File: src/rtl/spr_arbiter.sv
// spr_arbiter: two-master request/grant arbiter in front of one single-port synchronous RAM.
// Define SPR_ARB_RR_EN for round-robin tie-break; without it master 0 always wins ties.
module spr_arbiter #(
    parameter int unsigned ADDR_WIDTH = 8,
    parameter int unsigned DATA_WIDTH = 8
) (
    input  logic                  clk,
    input  logic                  rst,
    input  logic                  m0_req,
    input  logic                  m0_we,
    input  logic [ADDR_WIDTH-1:0] m0_addr,
    input  logic [DATA_WIDTH-1:0] m0_din,
    input  logic                  m1_req,
    input  logic                  m1_we,
    input  logic [ADDR_WIDTH-1:0] m1_addr,
    input  logic [DATA_WIDTH-1:0] m1_din,
    output logic                  m0_gnt,
    output logic                  m1_gnt,
    output logic                  m0_rvalid,
    output logic                  m1_rvalid,
    output logic [DATA_WIDTH-1:0] m0_dout,
    output logic [DATA_WIDTH-1:0] m1_dout,
    output logic                  ram_en,
    output logic                  ram_we,
    output logic [ADDR_WIDTH-1:0] ram_addr,
    output logic [DATA_WIDTH-1:0] ram_din,
    input  logic [DATA_WIDTH-1:0] ram_dout,
    output logic                  busy
);

    typedef enum logic [1:0] {
        ST_IDLE  = 2'd0,
        ST_ISSUE = 2'd1,
        ST_RDATA = 2'd2
    } state_t;

    state_t                  state;
    state_t                  state_next;
    logic                    owner;
    logic                    owner_next;
    logic                    any_req;
    logic                    win;
    logic                    win_we;
    logic [ADDR_WIDTH-1:0]   win_addr;
    logic [DATA_WIDTH-1:0]   win_din;

    logic                    ram_en_next;
    logic                    ram_we_next;
    logic [ADDR_WIDTH-1:0]   ram_addr_next;
    logic [DATA_WIDTH-1:0]   ram_din_next;
    logic                    m0_gnt_next;
    logic                    m1_gnt_next;
    logic                    m0_rvalid_next;
    logic                    m1_rvalid_next;
    logic [DATA_WIDTH-1:0]   m0_dout_next;
    logic [DATA_WIDTH-1:0]   m1_dout_next;
    logic                    busy_next;

    assign any_req = m0_req | m1_req;

`ifdef SPR_ARB_RR_EN
    // Last-grant pointer; reset value 1 makes the first tie go to master 0.
    logic last_grant;

    always_comb begin
        if (m0_req && m1_req) begin
            win = ~last_grant;
        end else begin
            win = ~m0_req;
        end
    end

    always_ff @(posedge clk or negedge rst) begin
        if (!rst) begin
            last_grant <= 1'b1;
        end else if (state == ST_IDLE && any_req) begin
            last_grant <= win;
        end
    end
`else
    // Fixed priority: master 1 wins only when master 0 is not requesting.
    always_comb begin
        win = ~m0_req;
    end
`endif

    assign win_we   = win ? m1_we   : m0_we;
    assign win_addr = win ? m1_addr : m0_addr;
    assign win_din  = win ? m1_din  : m0_din;

    // State register and registered outputs.
    always_ff @(posedge clk or negedge rst) begin
        if (!rst) begin
            state     <= ST_IDLE;
            owner     <= 1'b0;
            ram_en    <= 1'b0;
            ram_we    <= 1'b0;
            ram_addr  <= '0;
            ram_din   <= '0;
            m0_gnt    <= 1'b0;
            m1_gnt    <= 1'b0;
            m0_rvalid <= 1'b0;
            m1_rvalid <= 1'b0;
            m0_dout   <= '0;
            m1_dout   <= '0;
            busy      <= 1'b0;
        end else begin
            state     <= state_next;
            owner     <= owner_next;
            ram_en    <= ram_en_next;
            ram_we    <= ram_we_next;
            ram_addr  <= ram_addr_next;
            ram_din   <= ram_din_next;
            m0_gnt    <= m0_gnt_next;
            m1_gnt    <= m1_gnt_next;
            m0_rvalid <= m0_rvalid_next;
            m1_rvalid <= m1_rvalid_next;
            m0_dout   <= m0_dout_next;
            m1_dout   <= m1_dout_next;
            busy      <= busy_next;
        end
    end

    // Next-state logic; requests are looked at only in IDLE.
    always_comb begin
        state_next = state;
        case (state)
            ST_IDLE: begin
                if (any_req) begin
                    state_next = ST_ISSUE;
                end
            end
            ST_ISSUE: begin
                state_next = ram_we ? ST_IDLE : ST_RDATA;
            end
            ST_RDATA: begin
                state_next = ST_IDLE;
            end
            default: begin
                state_next = ST_IDLE;
            end
        endcase
    end

    // Next values for the output registers; strobes default low, data holds.
    always_comb begin
        ram_en_next    = 1'b0;
        ram_we_next    = 1'b0;
        ram_addr_next  = ram_addr;
        ram_din_next   = ram_din;
        owner_next     = owner;
        m0_gnt_next    = 1'b0;
        m1_gnt_next    = 1'b0;
        m0_rvalid_next = 1'b0;
        m1_rvalid_next = 1'b0;
        m0_dout_next   = m0_dout;
        m1_dout_next   = m1_dout;
        busy_next      = (state_next != ST_IDLE);
        case (state)
            ST_IDLE: begin
                if (any_req) begin
                    ram_en_next   = 1'b1;
                    ram_we_next   = win_we;
                    ram_addr_next = win_addr;
                    ram_din_next  = win_din;
                    owner_next    = win;
                    m0_gnt_next   = ~win;
                    m1_gnt_next   = win;
                end
            end
            ST_RDATA: begin
                if (owner) begin
                    m1_dout_next   = ram_dout;
                    m1_rvalid_next = 1'b1;
                end else begin
                    m0_dout_next   = ram_dout;
                    m0_rvalid_next = 1'b1;
                end
            end
            default: begin
            end
        endcase
    end

endmodule

File: config.mk
export PLATFORM = sky130hd
export DESIGN_NAME = spr_arbiter
export DESIGN_NICKNAME = d
export VERILOG_FILES = /design/src/rtl/spr_arbiter.sv
export SDC_FILE = /design/constraint.sdc
export NUM_CORES = 1
export LEC_CHECK = 0
export CAP_MARGIN = 40
export CORE_MARGIN = 2
export CORE_UTILIZATION = 35
export DETAILED_ROUTE_END_ITERATION = 10
export PLACE_DENSITY = 0.78
export REMOVE_ABC_BUFFERS = 1
export SYNTH_ARGS = -nofsm -noshare
export SYNTH_HDL_FRONTEND = slang
export SYNTH_SLANG_ARGS = --single-unit
export TNS_END_PERCENT = 20
File: constraint.sdc
create_clock -name clk -period 2.28 [get_ports clk]
set_clock_uncertainty 0.1 [all_clocks]
set_input_delay 0.228 -clock clk [delete_from_list [all_inputs] [get_ports clk]]
set_output_delay 0.228 -clock clk [all_outputs]
set_load 0.01 [all_outputs]
==> results of run 1 <==
==> final timing paths <==
path,endpoint,slack [ns],cells after the start
max,ram_din[6],0.58,4
min,state[1],0.35,1
max reg2reg,ram_addr[2],0.70,4
min reg2reg,state[1],0.35,1
max in group asynchronous,ram_din[4],1.15,3
min in group asynchronous,ram_din[1],0.39,2
==> stage by stage <==
stage | cells | setup slack (ns) | cell area, sq um
after detailed placement | 261 | 0.263 | 2680
after CTS | 270 | 0.578 | 2800
final | 270 | 0.584 | 2800
after global placement | 261 | 0.274 | 2680
after global routing | 270 | 0.513 | 2800
after floorplan | 103 | 0.513 | 1710
==> cell type report <==
type / count / area, sq um / area share (%)
tap: 67 / 83.8 / 2.99
multi-input combinational: 59 / 653 / 23.3
clock inverter: 2 / 37.5 / 1.34
timing repair buffer: 92 / 898 / 32.0
clock buffer: 6 / 72.6 / 2.59
inverter: 2 / 7.51 / 0.268
sequential: 42 / 1050 / 37.5
==> Yosys cell counts (all sizes together) <==
cell type,instances
mux2,48
a21o,1
or2,1
nor2,1
nor4b,1
inv,2
nand2,1
nand3b,1
dfrtp,42
nor3b,2
o21a,2
buf,5
a22o,1
==> where the power goes <==
part	total, mW	internal (mW)	switching [mW]	leakage (nW)
Sequential	1.29	1.10	0.186	0.503
Combinational	1.62	1.05	0.564	0.633
Clock	0.582	0.327	0.255	0.0514
==> cell families (layout without fill, tap and decap cells) <==
group | count (synthesis) | count (layout) | synth area share [%]
AND/OR/NAND/NOR | 7 | 7 | 2.93
buffers and inverters | 7 | 102 | 2.71
flip-flops | 42 | 42 | 60.0
multiplexers | 48 | 48 | 32.6
AO/OA/AOI/OAI | 4 | 4 | 1.79
==> state kept, by name, summed over array words and instances (netlist names), 2 cells and up <==
register,count
ram_din,8
ram_addr,8
state,2
m0_dout,8
m1_dout,8
==> routing by layer <==
metal	vias to the layer above	share of wire (%)	global-route usage [%]	wire length, um
met4	0	1.0	5.56	41
met3	4	6.3	6.29	246
li1	572	-	-	-
met2	30	52	24.9	2040
met5	-	0	0	0
met1	586	40	19.7	1580
==> timing repair <==
item | 4_1_cts | 5_1_grt
hold buffers | 1 | 0
endpoints found under the setup margin | 0 | 0
hold endpoints to repair | 25 | 0
==> flow_results.xml, run 1 <==
<?xml version="1.0" encoding="UTF-8"?>
<metrics>
  <group name="worst_setup_path">
    <metric name="crit_arrival" unit="ns">1.78</metric>
    <metric name="worstSetupStartpoint" unit="">m0_req</metric>
    <metric name="crit_path_top_delay_cell" unit="">sky130_fd_sc_hd__clkdlybuf4s50_1</metric>
    <metric name="worst_setup_path_start_kind" unit="">primary input</metric>
    <metric name="worstSetupPathType" unit="">primary input to register</metric>
    <metric name="cp.required" unit="ns">2.37</metric>
    <metric name="cells_traversed_along_the_worst_timing_path" unit="">clkdlybuf4s50_1, buf_4, mux2_2, mux2_2</metric>
    <metric name="bufs_and_invs_on_worst_path" unit="">2</metric>
    <metric name="critical_path.top_delay_family" unit="">buffers and inverters</metric>
    <metric name="critPathCaptureType" unit="">register</metric>
    <metric name="timing.rr.start" unit="">state[0]</metric>
    <metric name="critical_path.max_stage_delay" unit="ns">0.72</metric>
    <metric name="path_common_cell" unit="">sky130_fd_sc_hd__mux2_2</metric>
    <metric name="timing.critical_path.fanout_max" unit="">10</metric>
  </group>
  <group name="power_and_ir_drop">
    <metric name="p_leak" unit="nW">1.19</metric>
    <metric name="worst_ir_drop_vdd" unit="V">0.000717</metric>
    <metric name="p_total" unit="mW">3.49</metric>
    <metric name="cellPowerDensity" unit="mW/mm^2">1240</metric>
  </group>
  <group name="placement">
    <metric name="port-buffer-count" unit="">84</metric>
    <metric name="detailed_place_hpwl" unit="um">3030</metric>
    <metric name="gpl.final_weighted_congestion" unit="">0.715</metric>
  </group>
  <group name="drt">
    <metric name="route.final.wire_length" unit="um">3910</metric>
    <metric name="detailedRoute.firstPassIterationCount" unit="">4</metric>
    <metric name="vias_after_detailed_routing" unit="">1192</metric>
    <metric name="drt-vias-per-instance" unit="">4.41</metric>
    <metric name="routed_wire_length_per_instance" unit="um">14.5</metric>
    <metric name="drt_first_iter_violations" unit="">34</metric>
    <metric name="antenna_violating_nets_post_route" unit="">0</metric>
    <metric name="drc" unit="">0</metric>
  </group>
  <group name="die">
    <metric name="rows" unit="">25</metric>
    <metric name="fp.coreArea" unit="sq mm">0.00479</metric>
    <metric name="ios" unit="">85</metric>
    <metric name="die_area" unit="sq mm">0.00559</metric>
    <metric name="chipHeight" unit="um">74.7</metric>
    <metric name="initial_core_util" unit="%">36.6</metric>
    <metric name="die_width" unit="um">74.7</metric>
  </group>
  <group name="grt">
    <metric name="grt.total_usage" unit="%">15.7</metric>
    <metric name="grt.overflow.total" unit="">0</metric>
    <metric name="grt_pass1_wl" unit="um">6330</metric>
    <metric name="first_global_vias" unit="">1266</metric>
    <metric name="largest_net_degree_at_the_start_of_global_routing" unit="">28</metric>
    <metric name="grt_antenna_before_repair" unit="">0</metric>
  </group>
  <group name="cells_and_area">
    <metric name="finish.utilization" unit="%">58.6</metric>
    <metric name="filler_cell_count" unit="">373</metric>
    <metric name="nets" unit="">248</metric>
    <metric name="highest_count_cells_in_the_layout_ignoring_fill_and_taps" unit="">sky130_fd_sc_hd__clkdlybuf4s50_1, sky130_fd_sc_hd__dfrtp_1, sky130_fd_sc_hd__mux2_2, sky130_fd_sc_hd__mux2_4, sky130_fd_sc_hd__buf_4</metric>
    <metric name="num_antenna_cells" unit="">0</metric>
    <metric name="drive_above_1_share" unit="%">31.5</metric>
    <metric name="areaGrowthSynthToFinish" unit="%">60.1</metric>
    <metric name="layout.cells.most_common" unit="">sky130_fd_sc_hd__clkdlybuf4s50_1</metric>
  </group>
  <group name="sta">
    <metric name="final_min_period_over_clock_period" unit="%">74.4</metric>
    <metric name="clock.fmax" unit="MHz">590</metric>
    <metric name="grt_setup_unrepaired" unit="">false</metric>
    <metric name="relSlewSlack" unit="%">62.3</metric>
    <metric name="tns" unit="ns">0</metric>
    <metric name="timing.final.setup_violations" unit="">0</metric>
    <metric name="slew_at_the_pin_closest_to_its_max_slew_limit" unit="ns">0.565</metric>
    <metric name="hold_slack" unit="ns">0.351</metric>
    <metric name="hold_violations" unit="">0</metric>
    <metric name="finalWorstPathRequiredPeriod" unit="ns">1.70</metric>
    <metric name="finalMaxSlewViolations" unit="">0</metric>
  </group>
  <group name="clock_tree">
    <metric name="cts_tree" unit="">built</metric>
    <metric name="clock_tree_sinks" unit="">42</metric>
    <metric name="clock_slew_seen_by_the_registers_of_the_worst_setup_and_hold_paths" unit="ns">0.08</metric>
    <metric name="clock_path_buffers" unit="">2</metric>
    <metric name="ctsResizeCount" unit="">0</metric>
    <metric name="numCtsBuffers" unit="">5</metric>
    <metric name="post-cts-setup-buffer-count" unit="">0</metric>
    <metric name="htree_levels" unit="">2</metric>
    <metric name="clock-root-buffer" unit="">sky130_fd_sc_hd__clkbuf_8</metric>
    <metric name="clock_insertion_delay_worst_skew" unit="ns">0.29</metric>
  </group>
  <group name="logic_synthesis">
    <metric name="synth_largest_area_cell" unit="">sky130_fd_sc_hd__dfrtp_1</metric>
    <metric name="synthesis.yosys.warnings" unit="">0</metric>
    <metric name="synth_seq_cells" unit="">42</metric>
    <metric name="biggest_area_contributors_in_the_synthesized_netlist" unit="">sky130_fd_sc_hd__dfrtp_1, sky130_fd_sc_hd__mux2_2, sky130_fd_sc_hd__mux2_4</metric>
    <metric name="syn_area" unit="sq mm">0.00175</metric>
    <metric name="post_synth_inst_count" unit="">108</metric>
    <metric name="yosysSeqAreaShare" unit="%">60.0</metric>
    <metric name="netlist.area_leader.share" unit="%">60.0</metric>
    <metric name="syn_area_per_cell" unit="sq um">16.2</metric>
    <metric name="post_synth_num_cell_types" unit="">16</metric>
  </group>
  <group name="worst_hold_path">
    <metric name="holdCritStartpoint" unit="">ram_we</metric>
    <metric name="min-delay-path-class" unit="">register to register</metric>
  </group>
  <group name="outcome">
    <metric name="status" unit="">complete, no violations</metric>
  </group>
  <group name="run">
    <metric name="max_cap_viol_count" unit="">0</metric>
  </group>
</metrics>
Note: power is estimated with default switching activity, not from simulation.
==> run 2, diff against run 1 <==
--- a/config.mk
+++ b/config.mk
@@ -9,7 +9,7 @@
 export CORE_MARGIN = 2
 export CORE_UTILIZATION = 35
 export DETAILED_ROUTE_END_ITERATION = 10
-export PLACE_DENSITY = 0.78
+export PLACE_DENSITY = 0.81
 export REMOVE_ABC_BUFFERS = 1
 export SYNTH_ARGS = -nofsm -noshare
 export SYNTH_HDL_FRONTEND = slang
==> constraint.sdc (replaced) <==
create_clock -name clk -period 1.5 [get_ports clk]
set_clock_uncertainty 0.1 [all_clocks]
set_input_delay 0.15 -clock clk [delete_from_list [all_inputs] [get_ports clk]]
set_output_delay 0.15 -clock clk [all_outputs]
set_load 0.01 [all_outputs]
==> flow_results.xml, run 2 (synthesis gave the netlist of run 1 again) <==
<?xml version="1.0" encoding="UTF-8"?>
<metrics>
  <group name="outcome">
    <metric name="status" unit="">complete, no violations</metric>
  </group>
  <group name="sta">
    <metric name="tns" unit="ns">0</metric>
    <metric name="relSlewSlack" unit="%">71.7</metric>
    <metric name="hold_violations" unit="">0</metric>
    <metric name="grt_setup_unrepaired" unit="">true</metric>
    <metric name="clock.fmax" unit="MHz">680</metric>
    <metric name="finalWorstPathRequiredPeriod" unit="ns">1.47</metric>
    <metric name="final_min_period_over_clock_period" unit="%">98.0</metric>
    <metric name="finalMaxSlewViolations" unit="">0</metric>
    <metric name="timing.final.setup_violations" unit="">0</metric>
    <metric name="slew_at_the_pin_closest_to_its_max_slew_limit" unit="ns">0.425</metric>
    <metric name="hold_slack" unit="ns">0.221</metric>
  </group>
  <group name="worst_setup_path">
    <metric name="critical_path.max_stage_delay" unit="ns">0.56</metric>
    <metric name="bufs_and_invs_on_worst_path" unit="">1</metric>
    <metric name="critPathCaptureType" unit="">output port</metric>
    <metric name="cells_traversed_along_the_worst_timing_path" unit="">clkdlybuf4s50_1</metric>
    <metric name="worst_setup_path_start_kind" unit="">register</metric>
    <metric name="crit_arrival" unit="ns">1.22</metric>
    <metric name="crit_path_top_delay_cell" unit="">sky130_fd_sc_hd__clkdlybuf4s50_1</metric>
    <metric name="critical_path.top_delay_family" unit="">buffers and inverters</metric>
    <metric name="timing.critical_path.fanout_max" unit="">2</metric>
    <metric name="worstSetupPathType" unit="">register to output port</metric>
    <metric name="cp.required" unit="ns">1.25</metric>
  </group>
  <group name="drt">
    <metric name="antenna_violating_nets_post_route" unit="">0</metric>
    <metric name="drt_first_iter_violations" unit="">26</metric>
    <metric name="detailedRoute.firstPassIterationCount" unit="">4</metric>
    <metric name="routed_wire_length_per_instance" unit="um">14.3</metric>
    <metric name="route.final.wire_length" unit="um">3950</metric>
    <metric name="drt-vias-per-instance" unit="">4.41</metric>
    <metric name="drc" unit="">0</metric>
    <metric name="vias_after_detailed_routing" unit="">1217</metric>
  </group>
  <group name="placement">
    <metric name="detailed_place_hpwl" unit="um">3060</metric>
    <metric name="port-buffer-count" unit="">84</metric>
    <metric name="gpl.final_weighted_congestion" unit="">0.795</metric>
  </group>
  <group name="power_and_ir_drop">
    <metric name="worst_ir_drop_vdd" unit="V">0.000913</metric>
    <metric name="total_switching_power" unit="mW">1.54</metric>
    <metric name="pwr-share-clk" unit="%">15.6</metric>
    <metric name="p_total" unit="mW">5.52</metric>
    <metric name="share_seq_of_total_power" unit="%">35.5</metric>
    <metric name="cellPowerDensity" unit="mW/mm^2">1880</metric>
    <metric name="power_frac_comb" unit="%">48.8</metric>
    <metric name="p_leak" unit="nW">1.27</metric>
    <metric name="p_sw_share" unit="%">28.0</metric>
    <metric name="cell_internal_pwr" unit="mW">3.97</metric>
  </group>
  <group name="worst_hold_path">
    <metric name="min-delay-path-class" unit="">primary input to async pin</metric>
  </group>
  <group name="run">
    <metric name="max_cap_viol_count" unit="">0</metric>
  </group>
  <group name="cells_and_area">
    <metric name="areaGrowthSynthToFinish" unit="%">67.9</metric>
    <metric name="nets" unit="">254</metric>
    <metric name="highest_count_cells_in_the_layout_ignoring_fill_and_taps" unit="">sky130_fd_sc_hd__clkdlybuf4s50_1, sky130_fd_sc_hd__dfrtp_1, sky130_fd_sc_hd__mux2_2, sky130_fd_sc_hd__mux2_4, sky130_fd_sc_hd__buf_4</metric>
    <metric name="finish.utilization" unit="%">61.4</metric>
    <metric name="drive_above_1_share" unit="%">34.4</metric>
    <metric name="num_antenna_cells" unit="">0</metric>
    <metric name="layout.cells.most_common" unit="">sky130_fd_sc_hd__clkdlybuf4s50_1</metric>
  </group>
  <group name="grt">
    <metric name="largest_net_degree_at_the_start_of_global_routing" unit="">27</metric>
    <metric name="grt_pass1_wl" unit="um">6400</metric>
    <metric name="grt.total_usage" unit="%">15.7</metric>
    <metric name="grt_antenna_before_repair" unit="">0</metric>
    <metric name="grt.overflow.total" unit="">0</metric>
    <metric name="first_global_vias" unit="">1374</metric>
  </group>
  <group name="die">
    <metric name="chipHeight" unit="um">74.7</metric>
    <metric name="die_width" unit="um">74.7</metric>
    <metric name="initial_core_util" unit="%">36.6</metric>
    <metric name="die_area" unit="sq mm">0.00559</metric>
    <metric name="fp.coreArea" unit="sq mm">0.00479</metric>
    <metric name="rows" unit="">25</metric>
    <metric name="ios" unit="">85</metric>
  </group>
  <group name="clock_tree">
    <metric name="post-cts-setup-buffer-count" unit="">0</metric>
    <metric name="htree_levels" unit="">2</metric>
    <metric name="cts_tree" unit="">built</metric>
    <metric name="clock_slew_seen_by_the_registers_of_the_worst_setup_and_hold_paths" unit="ns">0.08</metric>
    <metric name="clock_insertion_delay_worst_skew" unit="ns">0.29</metric>
    <metric name="numCtsBuffers" unit="">5</metric>
    <metric name="clock_path_buffers" unit="">2</metric>
    <metric name="clock_tree_sinks" unit="">42</metric>
    <metric name="clock-root-buffer" unit="">sky130_fd_sc_hd__clkbuf_8</metric>
  </group>
</metrics>
run 2: cell count changes in the layout (fill, tap and decap cells not counted), moves of 2 or more:
cell,change
sky130_fd_sc_hd__clkdlybuf4s50_1,-2
sky130_fd_sc_hd__dlymetal6s2s_1,+2
sky130_fd_sc_hd__buf_6,+2
sky130_fd_sc_hd__buf_12,+4
run 2: final cells by class:
class,instances,area (sq um)
Tap cell,67,83.8
Sequential cell,42,1050
Multi-Input combinational cell,59,668
Inverter,2,7.51
Clock inverter,1,30.0
Fill cell,368,1850
Clock buffer,7,76.3
Timing Repair Buffer,98,1020
run 2: stage by stage:
stage | setup slack [ns] | instance area, sq um | std cells
global route | -0.00600 | 2940 | 276
global placement | -0.178 | 2780 | 266
detailed placement | -0.206 | 2780 | 266
CTS | 0.000719 | 2900 | 275
floorplan | -0.267 | 1710 | 103
finish | 0.0302 | 2940 | 276
run 2: layer usage:
metal / global-route usage [%] / part of all wire [%] / vias to the layer above
met5: 0 / 0 / -
met4: 7.74 / 1.6 / 0
met3: 2.81 / 3.1 / 5
met2: 28.1 / 54 / 33
met1: 17.9 / 41 / 598
li1: - / - / 581
run 2: final timing paths:
kind                             from           to  slack, ns  depth (start not counted)
hold / removal                    rst   ram_din[7]       0.22                          2
max in group asynchronous         rst   m0_dout[7]       0.60                          3
min in group clk                m0_we       ram_we       0.35                          2
setup / recovery           ram_din[0]   ram_din[0]       0.03                          1
setup reg to reg             state[0]  ram_addr[1]       0.06                          4
hold reg to reg                ram_we     state[1]       0.39                          1
run 2: power by group through the flow:
stage	sequential, mW	clock [mW]	combinational [mW]
6_report	1.96	0.863	2.69
5_1_grt	2.03	0.940	2.88
4_1_cts	1.96	0.898	2.64
3_5_place_dp	1.98	0	2.62
3_3_place_gp	1.96	0	2.58
2_1_floorplan	2.21	0	0.842
run 2: timing repair:
item | 4_1_cts | 5_1_grt
endpoints found under the hold margin | 16 | 0
pin swaps | 0 | 1
setup endpoints to repair | 12 | 22
hold buffers | 1 | 0
cloned | 0 | 1
gates resized for setup | 1 | 6
==> run 3, diff against run 2 <==
--- a/config.mk
+++ b/config.mk
@@ -9,7 +9,7 @@
 export CORE_MARGIN = 2
 export CORE_UTILIZATION = 35
 export DETAILED_ROUTE_END_ITERATION = 10
-export PLACE_DENSITY = 0.81
+export PLACE_DENSITY = 0.78
 export REMOVE_ABC_BUFFERS = 1
 export SYNTH_ARGS = -nofsm -noshare
 export SYNTH_HDL_FRONTEND = slang
==> constraint.sdc (replaced) <==
create_clock -name clk -period 1.6 [get_ports clk]
set_clock_uncertainty 0.1 [all_clocks]
set_input_delay 0.16 -clock clk [delete_from_list [all_inputs] [get_ports clk]]
set_output_delay 0.16 -clock clk [all_outputs]
set_load 0.01 [all_outputs]
==> flow_results.xml, run 3 (synthesis gave the netlist of run 1 again) <==
<?xml version="1.0" encoding="UTF-8"?>
<metrics>
  <group name="power_and_ir_drop">
    <metric name="power_frac_comb" unit="%">45.8</metric>
    <metric name="total_switching_power" unit="mW">1.47</metric>
    <metric name="cell_internal_pwr" unit="mW">3.82</metric>
    <metric name="share_seq_of_total_power" unit="%">35.0</metric>
    <metric name="p_leak" unit="nW">1.25</metric>
    <metric name="p_sw_share" unit="%">27.8</metric>
    <metric name="pwr-share-clk" unit="%">19.2</metric>
    <metric name="worst_ir_drop_vdd" unit="V">0.00125</metric>
    <metric name="cellPowerDensity" unit="mW/mm^2">1820</metric>
  </group>
  <group name="clock_tree">
    <metric name="clock_tree_sinks" unit="">42</metric>
    <metric name="cts_tree" unit="">built</metric>
    <metric name="clock_slew_seen_by_the_registers_of_the_worst_setup_and_hold_paths" unit="ns">0.08</metric>
    <metric name="clock_path_buffers" unit="">2</metric>
    <metric name="clock-root-buffer" unit="">sky130_fd_sc_hd__clkbuf_8</metric>
    <metric name="clock_insertion_delay_worst_skew" unit="ns">0.29</metric>
    <metric name="numCtsBuffers" unit="">5</metric>
    <metric name="htree_levels" unit="">2</metric>
  </group>
  <group name="die">
    <metric name="initial_core_util" unit="%">36.6</metric>
    <metric name="fp.coreArea" unit="sq mm">0.00479</metric>
    <metric name="chipHeight" unit="um">74.7</metric>
    <metric name="die_width" unit="um">74.7</metric>
    <metric name="rows" unit="">25</metric>
    <metric name="die_area" unit="sq mm">0.00559</metric>
    <metric name="ios" unit="">85</metric>
  </group>
  <group name="drt">
    <metric name="drt_first_iter_violations" unit="">40</metric>
    <metric name="routed_wire_length_per_instance" unit="um">14.9</metric>
    <metric name="antenna_violating_nets_post_route" unit="">0</metric>
    <metric name="route.final.wire_length" unit="um">4120</metric>
    <metric name="vias_after_detailed_routing" unit="">1213</metric>
    <metric name="detailedRoute.firstPassIterationCount" unit="">3</metric>
    <metric name="drc" unit="">0</metric>
    <metric name="drt-vias-per-instance" unit="">4.39</metric>
  </group>
  <group name="grt">
    <metric name="grt_pass1_wl" unit="um">6570</metric>
    <metric name="first_global_vias" unit="">1327</metric>
    <metric name="grt_antenna_before_repair" unit="">0</metric>
    <metric name="grt.total_usage" unit="%">16.1</metric>
    <metric name="largest_net_degree_at_the_start_of_global_routing" unit="">43</metric>
    <metric name="grt.overflow.total" unit="">0</metric>
  </group>
  <group name="worst_setup_path">
    <metric name="critPathCaptureType" unit="">register</metric>
    <metric name="timing.rr.start" unit="">state[1]</metric>
    <metric name="timing.critical_path.fanout_max" unit="">6</metric>
    <metric name="worstSetupPathType" unit="">register to register</metric>
    <metric name="worstSetupStartpoint" unit="">state[1]</metric>
    <metric name="crit_arrival" unit="ns">1.60</metric>
    <metric name="cp.required" unit="ns">1.68</metric>
    <metric name="worst_setup_path_start_kind" unit="">register</metric>
  </group>
  <group name="sta">
    <metric name="clock.fmax" unit="MHz">656</metric>
    <metric name="hold_violations" unit="">0</metric>
    <metric name="hold_slack" unit="ns">0.354</metric>
    <metric name="relSlewSlack" unit="%">65.7</metric>
    <metric name="final_min_period_over_clock_period" unit="%">95.3</metric>
    <metric name="finalMaxSlewViolations" unit="">0</metric>
    <metric name="finalWorstPathRequiredPeriod" unit="ns">1.53</metric>
    <metric name="finalWorstSetupSlack" unit="ns">0.0747</metric>
    <metric name="slew_at_the_pin_closest_to_its_max_slew_limit" unit="ns">0.515</metric>
    <metric name="timing.final.setup_violations" unit="">0</metric>
  </group>
  <group name="worst_hold_path">
    <metric name="min-delay-path-class" unit="">register to register</metric>
    <metric name="holdCritStartpoint" unit="">ram_we</metric>
  </group>
  <group name="placement">
    <metric name="dp_worst_setup_slack" unit="ns">-0.151</metric>
    <metric name="post_dp_cell_area" unit="sq mm">0.00275</metric>
    <metric name="detailed_place_hpwl" unit="um">3090</metric>
    <metric name="gpl.final_weighted_congestion" unit="">0.712</metric>
    <metric name="port-buffer-count" unit="">84</metric>
  </group>
  <group name="cells_and_area">
    <metric name="fin_area" unit="sq mm">0.00291</metric>
    <metric name="filler_cell_count" unit="">391</metric>
    <metric name="highest_count_cells_in_the_layout_ignoring_fill_and_taps" unit="">sky130_fd_sc_hd__clkdlybuf4s50_1, sky130_fd_sc_hd__dfrtp_1, sky130_fd_sc_hd__mux2_2, sky130_fd_sc_hd__buf_4, sky130_fd_sc_hd__mux2_4</metric>
    <metric name="areaGrowthSynthToFinish" unit="%">66.1</metric>
    <metric name="nets" unit="">254</metric>
    <metric name="finish.utilization" unit="%">60.8</metric>
    <metric name="num_antenna_cells" unit="">0</metric>
    <metric name="layout.cells.most_common" unit="">sky130_fd_sc_hd__clkdlybuf4s50_1</metric>
    <metric name="drive_above_1_share" unit="%">34.4</metric>
  </group>
  <group name="outcome">
    <metric name="status" unit="">complete, no violations</metric>
  </group>
  <group name="run">
    <metric name="max_cap_viol_count" unit="">0</metric>
  </group>
</metrics>
## run 3: worst max-delay path: stages, from the launching register on
cell and delay, ns:
sky130_fd_sc_hd__dfrtp_1 0.45, sky130_fd_sc_hd__nor2_2 0.14, sky130_fd_sc_hd__o21a_1 0.20, sky130_fd_sc_hd__buf_4 0.19, sky130_fd_sc_hd__mux2_2 0.34
## run 3: area by class of cell
cell class | instances | area (sq um) | share of cell area [%]
clock buffer | 6 | 82.6 | 2.84
clock inverter | 2 | 60.1 | 2.06
inverter | 2 | 7.51 | 0.258
multi-input combinational | 59 | 656 | 22.5
sequential | 42 | 1050 | 36.1
tap | 67 | 83.8 | 2.88
timing repair buffer | 98 | 968 | 33.3
## run 3: layer usage
metal  global-route usage (%)  part of all wire [%]  vias to the layer above
met4                     4.76                  0.92                        0
li1                         -                     -                      582
met2                     28.7                    56                       31
met5                        0                     0                        -
met3                     5.22                   5.1                        4
met1                     18.4                    38                      596
## run 3: power groups by stage
| stage | clock, mW | sequential [mW] | combinational (mW) |
|---|---|---|---|
| CTS | 1.04 | 1.86 | 2.44 |
| finish | 1.02 | 1.85 | 2.42 |
| global route | 1.09 | 1.91 | 2.57 |
| detailed placement | 0 | 1.86 | 2.41 |
| floorplan | 0 | 2.07 | 0.789 |
| global placement | 0 | 1.85 | 2.37 |
## run 3: what timing repair did
item                                    CTS  global route
gates resized for setup                   0             1
endpoints found under the hold margin    42             0
hold buffers                              1             0
buffers inserted                          0             1
endpoints found under the setup margin    0             9
## run 3: stage by stage
stage	setup TNS [ns]	std cells	power, mW
floorplan	-3.52	103	2.86
global placement	-1.71	266	4.23
detailed placement	-1.96	266	4.28
CTS	0	275	5.34
global route	-0.00486	276	5.57
finish	0	276	5.29
## run 3: worst paths after layout
kind	slack [ns]	depth (start not counted)	to
worst max-delay path	0.07	4	ram_addr[2]
worst min-delay path	0.35	1	state[1]
worst max register to register	0.07	4	ram_addr[2]
worst min register to register	0.35	1	state[1]
max in group asynchronous	0.65	3	ram_addr[2]
min in group asynchronous	0.39	3	ram_din[6]
